### src/rtl/player_ship.sv
// player_ship: ship movement, firing cooldown, lives/explosion/respawn state machine and sprite rendering.
module player_ship #(
  parameter int SCREEN_WIDTH  = 640,
  parameter int SHIP_WIDTH    = 60,
  parameter int SHIP_HEIGHT   = 30,
  parameter int H_OFFSET      = 10,
  parameter int V_OFFSET      = 10,
  parameter int STEP          = 20,
  parameter int LIVES         = 3,
  parameter int FIRE_COOLDOWN = 8,
  parameter int EXPLODE_TICKS = 30,
  parameter int RESPAWN_TICKS = 60,
  parameter int RECT_WIDTH    = 9,
  parameter int BACKGROUND    = 0,
  parameter int SPACESHIP     = 1,
  parameter int EXPLOSION     = 6,
  parameter int NONE          = 7
) (
  input  logic       clk,
  input  logic       reset,
  input  logic       enable,
  input  logic       left,
  input  logic       right,
  input  logic       fire,
  input  logic       hit,
  input  logic [9:0] hPos,
  input  logic [9:0] vPos,
  output logic [9:0] gunPosition,
  output logic [2:0] color,
  output logic       fireReq,
  output logic [2:0] lives,
  output logic [1:0] state,
  output logic       gameOver
);
  typedef enum logic [1:0] {ALIVE = 2'd0, EXPLODING = 2'd1, RESPAWN = 2'd2, DEAD = 2'd3} state_t;
  localparam logic [10:0] HW     = 11'(SHIP_WIDTH / 2);
  localparam logic [10:0] MIN_X  = 11'(H_OFFSET + SHIP_WIDTH / 2);
  localparam logic [10:0] MAX_X  = 11'(SCREEN_WIDTH - H_OFFSET - SHIP_WIDTH / 2);
  localparam logic [10:0] CENTER = 11'(SCREEN_WIDTH / 2);
  localparam logic [10:0] STEP_W = 11'(STEP);
  localparam logic [10:0] RW     = 11'(RECT_WIDTH);
  localparam logic [10:0] V_TOP  = 11'(V_OFFSET);
  localparam logic [10:0] V_BOT  = 11'(V_OFFSET + SHIP_HEIGHT);
  localparam logic [7:0]  FC     = 8'(FIRE_COOLDOWN);
  localparam logic [7:0]  ET     = 8'(EXPLODE_TICKS);
  localparam logic [7:0]  RT     = 8'(RESPAWN_TICKS);
  localparam logic [2:0]  LV     = 3'(LIVES);
  localparam logic [2:0]  C_BG   = 3'(BACKGROUND);
  localparam logic [2:0]  C_SHIP = 3'(SPACESHIP);
  localparam logic [2:0]  C_EXP  = 3'(EXPLOSION);
  localparam logic [2:0]  C_NONE = 3'(NONE);

  state_t      state_q, state_d;
  logic [10:0] gun_q, gun_d;
  logic [2:0]  lives_q, lives_d;
  logic [7:0]  cool_q, cool_d;
  logic [7:0]  tick_q, tick_d;
  logic        fire_q, fire_d;
  logic [2:0]  color_q, color_d;
  logic        hit_now, live, last, in_box, ship;
  logic [10:0] up, dn, h, v, dx;
  logic [2:0]  drawn, boom;

  always_comb begin
    hit_now = hit && state_q == ALIVE;
    live = state_q == ALIVE || state_q == RESPAWN;
    fire_d = enable && fire && state_q == ALIVE && cool_q == 8'd0 && !hit_now;
    up = gun_q + STEP_W > MAX_X ? MAX_X : gun_q + STEP_W;
    dn = gun_q < MIN_X + STEP_W ? MIN_X : gun_q - STEP_W;
    last = enable && tick_q <= 8'd1;
    state_d = state_q;
    gun_d = enable && live && (left ^ right) && !hit_now ? (right ? up : dn) : gun_q;
    lives_d = lives_q;
    tick_d = tick_q;
    cool_d = fire_d ? FC : enable && cool_q != 8'd0 ? cool_q - 8'd1 : cool_q;
    if (hit_now) begin
      state_d = EXPLODING;
      lives_d = lives_q - 3'd1;
      cool_d = 8'd0;
      tick_d = ET;
    end else if (enable && state_q == EXPLODING) begin
      tick_d = last ? (lives_q == 3'd0 ? 8'd0 : RT) : tick_q - 8'd1;
      state_d = !last ? EXPLODING : lives_q == 3'd0 ? DEAD : RESPAWN;
      gun_d = last && lives_q != 3'd0 ? CENTER : gun_q;
    end else if (enable && state_q == RESPAWN) begin
      tick_d = last ? 8'd0 : tick_q - 8'd1;
      state_d = last ? ALIVE : RESPAWN;
    end
    // Sprite: side rectangles, top bar and a downward-pointing triangle around the gun.
    h = {1'b0, hPos};
    v = {1'b0, vPos};
    in_box = v > V_TOP && v < V_BOT && h + HW > gun_q && h < gun_q + HW;
    dx = h > gun_q ? h - gun_q : gun_q - h;
    ship = h + HW < gun_q + RW || gun_q + HW < h + RW || v == V_TOP + 11'd1 || dx < V_BOT - v;
    drawn = ship ? C_SHIP : C_BG;
    boom = hPos[0] ^ vPos[0] ^ tick_q[1] ? C_EXP : C_BG;
    color_d = !in_box ? C_NONE : state_q == ALIVE ? drawn : state_q == RESPAWN ? (tick_q[2] ? C_NONE : drawn) : state_q == EXPLODING ? boom : C_NONE;
  end

  always_ff @(posedge clk) begin
    if (reset) begin
      state_q <= ALIVE;
      gun_q <= CENTER;
      lives_q <= LV;
      cool_q <= 8'd0;
      tick_q <= 8'd0;
      fire_q <= 1'b0;
      color_q <= C_NONE;
    end else begin
      state_q <= state_d;
      gun_q <= gun_d;
      lives_q <= lives_d;
      cool_q <= cool_d;
      tick_q <= tick_d;
      fire_q <= fire_d;
      color_q <= color_d;
    end
  end

  assign gunPosition = gun_q[9:0];
  assign color = color_q;
  assign fireReq = fire_q;
  assign lives = lives_q;
  assign state = state_q;
  assign gameOver = state_q == DEAD;
endmodule

### config.mk
export PLATFORM = sky130hd
export DESIGN_NAME = player_ship
export DESIGN_NICKNAME = d
export VERILOG_FILES = /design/src/rtl/player_ship.sv
export SDC_FILE = /design/constraint.sdc
export NUM_CORES = 1
export LEC_CHECK = 0
export BUFFER_PORTS_ARGS = -buffer_cell sky130_fd_sc_hd__buf_2
export CAP_MARGIN = 20
export CORE_MARGIN = 2
export CORE_UTILIZATION = 55
export CTS_CLUSTER_DIAMETER = 150
export DETAILED_ROUTE_END_ITERATION = 10
export GPL_TIMING_DRIVEN = 0
export PLACE_DENSITY = 0.75
export SYNTH_ARGS = -nofsm -noshare
export SYNTH_HDL_FRONTEND = slang
export SYNTH_SLANG_ARGS = --single-unit
export TNS_END_PERCENT = 100
### constraint.sdc
create_clock -name clk -period 4.4 [get_ports clk]
set_input_delay 0.88 -clock clk [delete_from_list [all_inputs] [get_ports clk]]
set_output_delay 0.88 -clock clk [all_outputs]
set_load 0.005 [all_outputs]
Word level (Yosys, flattened, before mapping) --
Index checks and enable logic that the tools add are counted.
Cells by class: add/sub/neg operators 12, $lt $le $gt $ge 11, eq/ne operators 5, multiplexer cells 28, bitwise logic cells 4, reduce and logical (&&, ||, !) cells 32
Operators with widths (number):
- $mux 11 | 8
- $lt 11x11->1 | 3
- $mux 8 | 4
- $add 11x5->11 const B | 2
- $logic_and 1x1->1 | 16
- $sub 8x1->8 const B | 2
- $mux 3 | 5
- $add 10x4->11 const B | 1
- $add 10x5->11 const B | 1
- $add 11x4->11 const B | 1
- $gt 10x11->1 | 1
- $gt 11x10->1 const B | 1
- $gt 11x11->1 | 1
- $lt 10x11->1 | 1
- $lt 11x6->1 const B | 1
- $sub 10x11->11 | 1
- $sub 11x10->11 | 1
- $sub 11x5->11 const B | 1
- $sub 6x10->11 const A | 1
- $eq 10x4->1 const B | 1
- $gt 10x4->1 const B | 1
- $lt 10x6->1 const B | 1
- $le 8x1->1 const B | 1
- $logic_not 8->1 | 1
- other kinds (20) | 35
Storage, ports and cells: flip-flop bits (word level) 36, input port bits 27, logic and storage cells 102

Logic depth before layout (Yosys ltp) --
Gate-level depths: netlist of run 1.
depth after elaboration 9, mapped depth 18, gate-level depth less buffers 18

Least setup slack after synthesis of run 1 --
OpenSTA, ideal clock, no wires.
kind in2reg, start in hPos[4], end reg color_q[0], in the netlist color[0], setup time 0.070 ns, arrival 3.964 ns, setup slack 0.366 ns, stages on the path 17, path through clkinv_1 > ha_1 > and3_1 > nor4b_2 > a211oi_2 > o21ai_4 > buf_8 > nor4_1 > a21oi_1 > xor2_1 > ha_1 > a21o_1 > a2111oi_0 > o21ai_0 > o21ai_1 > nor3_1 > o21bai_1
On the way: longest elaborated chain between the ends 9
Ends and longest elaborated chain:
- from (decl) | RTL line 26 | input logic [9:0] hPos,
- $add 10x5->11 / $add 10x4->11 (equally long branches) | RTL line 92, 94
- $lt 11x11->1 | RTL line 94 | ship = h + HW < gun_q + RW || gun_q + HW < h + RW || v == V_TOP + 11'd1 || dx < V_BOT - v;
- $logic_or 1x1->1 (3 in series) | RTL line 94
- $mux 1 | RTL line 95 | drawn = ship ? C_SHIP : C_BG;
- $mux 3 (3 in series) | RTL line 97 | color_d = !in_box ? C_NONE : state_q == ALIVE ? drawn : state_q == RESPAWN ? (tick_q[2] ? C_NONE : drawn) : st ...
- to (signal assigned) | RTL line 116 | color_q <= color_d;
- to (decl) | RTL line 59 | logic [2:0] color_q, color_d;
Several ways; a longest one is shown, not always the timed one. A chain may end at the register's enable or synchronous reset.

Worst setup path in the final report of run 1 --
start in hPos[3], end reg color_q[0], in the netlist color[0]
The elaborated chain is that of the path after synthesis.

==> flow_summary.toml, run 1 <==
[timing]
fin_crit_ns = 4.151
fin_crit_sh_pct = 94.34
drv_slew = 0
tns_ns = 0
grt_setup_unrepaired = "no"
hold_viol = 0
fmax_mhz = 240.9
finClkSkew_ns = 0.008243
worst_pin_slew_ns = 0.7965
relSlewSlack_pct = 46.46
setup_viol = 0

[logic_synthesis]
synth-seq-cells = 35
synth_area_mm2 = 0.005084
synth_simple_gate_area_share_pct = 20.11
syn_inst = 652
synth_area_per_cell_um2 = 7.797
synth_edf_count = 0
synthArstFlopShare_pct = 0
ys_types = 72
ys.flop_type = "dfxtp_1"
synth_fp_nets = 772
synth_compound_area_share_pct = 22.57
synth_mux_area_share_pct = 1.600
synth_top_family_by_area = "adder cells"
ys_warn_count = 0
synthAdderAreaFrac_pct = 23.18
synth_xor_area_share_pct = 10.51
yosysSeqAreaShare_pct = 13.78

[floorplanning]
die_area_mm2 = 0.01003
die_w_um = 100.1
fp-row-count = 35
num_io_pins = 47
core_mm2 = 0.009109
start_util_pct = 55.81
fp.dieH_um = 100.1

[global_routing]
grt_max_degree = 12
track_usage_pct = 27.37
grt_antenna_before_repair = 0
grt_overflow = 0
grt_pass1_wl_um = 22360
grt_pass1_vias = 4837

[routing]
ant_nets = 0
viasPerCell = 5.972
drt-initial-drc-count = 229
via_count = 4903
routed_wl_um = 13710
drc = 0
wire_per_inst_um = 16.70
dr.pass1.iters = 5

[clocking]
cts_buffers = 5
clk_latency_ns = 0.29
clkSlewWorstSetupHoldPaths_ns = 0.08
htreeDepth = 2
cts.sink_count = 35
ctsHoldBuffers = 0
cts_buffer_depth = 2
cts_tree = "yes"
clockRootBuffer = "clkbuf_8"

[pwr]
power.leakage_nw = 2.505
powerDensity_mw_per_mm2 = 243.4
irDropWorstVdd_uv = 309.9
finalPower_mw = 1.370

[layout]
drive_gt1_share_pct = 15.63
design_area_mm2 = 0.005630
finalCoreUtilization_pct = 61.81
antenna_cells = 0
final_cell_count_no_fill = 821
area_growth_syn_to_layout_pct = 10.76
layout.cells.most_common_list = "88 x ha_1, 57 x nor2_1, 53 x buf_2"
fin_nets = 829
final_common_cell = "ha_1"

[worst_setup_path]
path_cells = "buf_2, inv_1, ha_1, and3_1, nor4b_4, a211oi_2, o21ai_4, buf_8, buf_4, a21oi_1, xor2_1, ha_1, a21o_1, a2111oi_2, o21ai_1, o21ai_1, nor3_1, o21bai_1"
cp_max_fo = 7
crit_path_end_kind = "flip-flop"
cp_data_arrival_time_ns = 4.37
critPathKind = "in -> reg"
rr_worst_depth = 18
critical-path-max-stage-delay_ns = 0.39
slowest_stage = "ha_1"
worstPathRequired_ns = 4.62
critPathLaunchType = "primary input"

[place]
hpwl_um = 11050
dp_cells = 808
place_congestion = 0.9433
dpl-instance-area_mm2 = 0.005448
port_buffers = 45

[worst_hold_path]
hp-class = "reg -> reg"
holdPathStages = 1

[flow_run]
drv_cap = 0

[outcome]
status = "complete, no violations"
==> final timing paths <==
check        startpoint       end  slack (ns)
min reg2reg    lives[1]  lives[1]        0.51
max             hPos[3]  color[0]        0.25
max reg2reg    gun_q[3]  color[0]        0.29
min            lives[1]  lives[1]        0.51
==> per-layer routing <==
layer | wire length, um | GRT usage [%] | up-vias
met5 | 0 | 0 | -
met4 | 232 | 7.165 | 0
met3 | 501 | 1.741 | 19
met2 | 6769 | 49.72 | 140
met1 | 6204 | 35.05 | 2315
li1 | - | - | 2429
==> worst max-delay path: cells and delay by family <==
family	cells	cell delay [ns]
adder cells (fa/ha/maj)	2	0.68
XOR/XNOR	1	0.26
buffers and inverters	4	0.54
AND/OR/NAND/NOR	3	0.46
AO/OA/AOI/OAI	8	1.53
==> stage by stage <==
step,setup WS (ns),hold slack (ns)
5_1_grt,0.01210,0.5390
3_5_place_dp,-0.3416,0.4885
4_1_cts,0.03720,0.4994
2_1_floorplan,0.3657,0.4622
6_report,0.2492,0.5056
3_3_place_gp,-0.2864,0.4701
==> timing repair <==
item | in CTS | in global routing
gates resized for setup | 3 | 14
endpoints found under the setup margin | 1 | 1
pin swaps | 1 | 3
buffers inserted | 0 | 5
endpoints found under the hold margin | 0 | 0
==> synthesized netlist by cell type, types with 8 or more instances <==
master     n  area, um^2
ha_1      91        1139
nor2_1    57       214.0
inv_1     52       195.2
a21oi_1   48       240.2
xnor2_1   48       420.4
nand2_1   36       135.1
dfxtp_1   35       700.7
o21ai_0   22       110.1
nor3_1    17       85.08
o21a_1    14       105.1
buf_4     13       97.59
xor2_1    13       113.9
a211oi_1  12       90.09
nor4_1    12       75.07
nor2b_1   11       68.82
o21ai_1   11       55.05
and3_1    10       62.56
a21o_1     9       67.56
nand2b_1   9       56.30
a31oi_1    8       50.05
buf_2      8       40.04
==> logic make-up (layout without fill, tap and decap cells) <==
group           Yosys count  in the layout
flops                    35             35
simple gates            194            194
compound gates          174            174
mux                       8              8
fa+ha+maj                93             93
xor+xnor                 61             61
buf+inv                  87            145
==> flip-flops by register name, summed over array words and instances, names as in the netlist <==
name,cells
tick_q,8
fireReq,1
cool_q,8
color,2
state,2
gun_q,11
lives,3
==> where the power goes <==
group	switching, mW	internal [mW]	leakage (nW)
sequential	0.0464	0.363	0.286
clock	0.119	0.111	0.0412
combinational	0.411	0.320	2.18
total	0.577	0.794	2.50
==> cell type report <==
class | count | area, um^2
plain buffers | 30 | 206.4
clock buffers | 6 | 72.57
clock inverters | 2 | 12.51
fillers | 815 | 3478
inverters | 57 | 215.2
multi-input cells | 530 | 4020
flip-flops and latches | 35 | 701.9
well taps | 111 | 138.9
repair buffers | 50 | 262.8
Note: power is estimated with default switching activity, not from simulation.
==> inputs of run 2 (changes only) <==
- CORE_MARGIN: 2 -> 4
- CTS_CLUSTER_DIAMETER: 150 -> 30
==> flow_summary.toml, run 2 (synthesized netlist as in run 1, its figures left out) <==
[layout]
finalCoreUtilization_pct = 63.63
top_regs = "gun_q: 11 flops, cool_q: 8 flops, tick_q: 8 flops"
antenna_cells = 0
fill_cells = 818
multi_input_area_mm2 = 0.004006
layout.cells.most_common_list = "88 x ha_1, 57 x nor2_1, 54 x buf_2"
largest-register = "gun_q"
area_growth_syn_to_layout_pct = 10.76
final_common_cell = "ha_1"
drive_gt1_share_pct = 15.16
area.sequential_um2 = 701.9
largest_reg_flops = 11
fin_nets = 825
final_cell_count_no_fill = 814

[global_routing]
grt_pass1_wl_um = 22360
grt_max_degree = 12
grt_pass1_vias = 4765
grt_overflow = 0
grt_antenna_before_repair = 0
track_usage_pct = 24.40

[timing]
hold_viol = 0
setup_viol = 0
fin_crit_sh_pct = 94.89
fin_ws_ns = 0.2249
fin_crit_ns = 4.175
drv_slew = 0
finClkSkew_ns = 0.01040
tns_ns = 0
fmax_mhz = 239.5
relSlewSlack_pct = 49.76
worst_pin_slew_ns = 0.7474

[worst_setup_path]
critPathTopFamily = "compound AO/OA/AOI/OAI gates"
critPathLaunchType = "primary input"
crit_path_end_kind = "flip-flop"
cp_max_fo = 10
critPathKind = "in -> reg"
worstPathRequired_ns = 4.63
cp_data_arrival_time_ns = 4.40
critical-path-max-stage-delay_ns = 0.39
slowest_stage = "or3_4"
path_cells = "buf_2, inv_1, ha_1, buf_6, nand4_4, o21ba_1, or3_4, o21ai_4, buf_8, nor4_2, a21oi_1, xor2_1, ha_1, a21o_1, a2111oi_2, o21ai_1, o21ai_1, nor3_1, o21bai_1"
critPathBufInv = 4

[floorplanning]
num_io_pins = 47
fp.dieH_um = 104.1
core_mm2 = 0.008848
die_area_mm2 = 0.01085
start_util_pct = 57.45
fp-row-count = 34
die_w_um = 104.1

[flow_run]
drv_cap = 0

[place]
hpwl_um = 11090
port_buffers = 45
dp_cells = 805
place_congestion = 0.9000
post-place-ws_ns = -0.3349

[clocking]
htreeDepth = 2
ctsHoldBuffers = 0
cts_tree = "yes"
clkSlewWorstSetupHoldPaths_ns = 0.08
cts.sink_count = 35
cts_buffers = 5
clk_latency_ns = 0.30
cts_buffer_depth = 2
clockRootBuffer = "clkbuf_8"

[routing]
drc = 0
ant_nets = 0
via_count = 4948
dr.pass1.iters = 5
drt-initial-drc-count = 202
wire_per_inst_um = 16.49
routed_wl_um = 13420
viasPerCell = 6.079

[pwr]
finalPower_mw = 1.478
power.leakage_nw = 2.509
irDropWorstVdd_uv = 306.0
powerDensity_mw_per_mm2 = 262.6

[outcome]
status = "complete, no violations"

[worst_hold_path]
hp-class = "reg -> reg"
==> run 2: cell count changes in the layout (fill, tap and decap cells not counted), sizes merged <==
cell	change
clkinvlp	-1
clkbuf	-1
bufinv	+2
clkinv	-1
buf	-3
==> run 2: cell type report <==
class / instances / share of cell area (%)
plain buffers: 30 / 3.667
clock buffers: 6 / 1.289
clock inverters: 2 / 1.067
inverters: 57 / 3.822
multi-input cells: 530 / 71.16
flip-flops and latches: 35 / 12.47
well taps: 108 / 2.400
repair buffers: 46 / 4.133
==> run 2: through the flow <==
step | hold WS [ns] | instance area [um^2]
global route | 0.5054 | 5630
floorplan | 0.4622 | 5084
detailed placement | 0.4719 | 5444
finish | 0.4855 | 5630
global placement | 0.4675 | 5444
CTS | 0.4901 | 5580
==> run 2: final timing paths <==
kind / endpoint / depth (start not counted) / from / slack, ns
setup / recovery: color[0] / 19 / hPos[5] / 0.22
hold / removal: lives[1] / 1 / lives[1] / 0.49
setup reg to reg: color[0] / 18 / gun_q[2] / 0.27
hold reg to reg: lives[1] / 1 / lives[1] / 0.49
==> run 2: metal layers <==
| layer | share of wire, % | vias up | GRT usage, % |
|---|---|---|---|
| li1 | - | 2426 | - |
| met1 | 44 | 2308 | 31.28 |
| met2 | 47 | 181 | 41.78 |
| met3 | 6.3 | 33 | 2.793 |
| met4 | 3.4 | 0 | 9.497 |
| met5 | 0 | - | 0 |
==> run 2: timing repair <==
| item | in CTS | in global routing |
|---|---|---|
| endpoints found under the setup margin | 1 | 1 |
| buffers inserted | 0 | 1 |
| gates resized for setup | 2 | 14 |
| pin swaps | 0 | 3 |
==> run 2: report_power, final <==
| part | leakage [nW] | total [mW] | internal [mW] | switching, mW |
|---|---|---|---|---|
| sequential | 0.286 | 0.410 | 0.363 | 0.0471 |
| combinational | 2.16 | 0.718 | 0.312 | 0.405 |
| clock | 0.0654 | 0.351 | 0.227 | 0.124 |
| total | 2.51 | 1.48 | 0.902 | 0.577 |
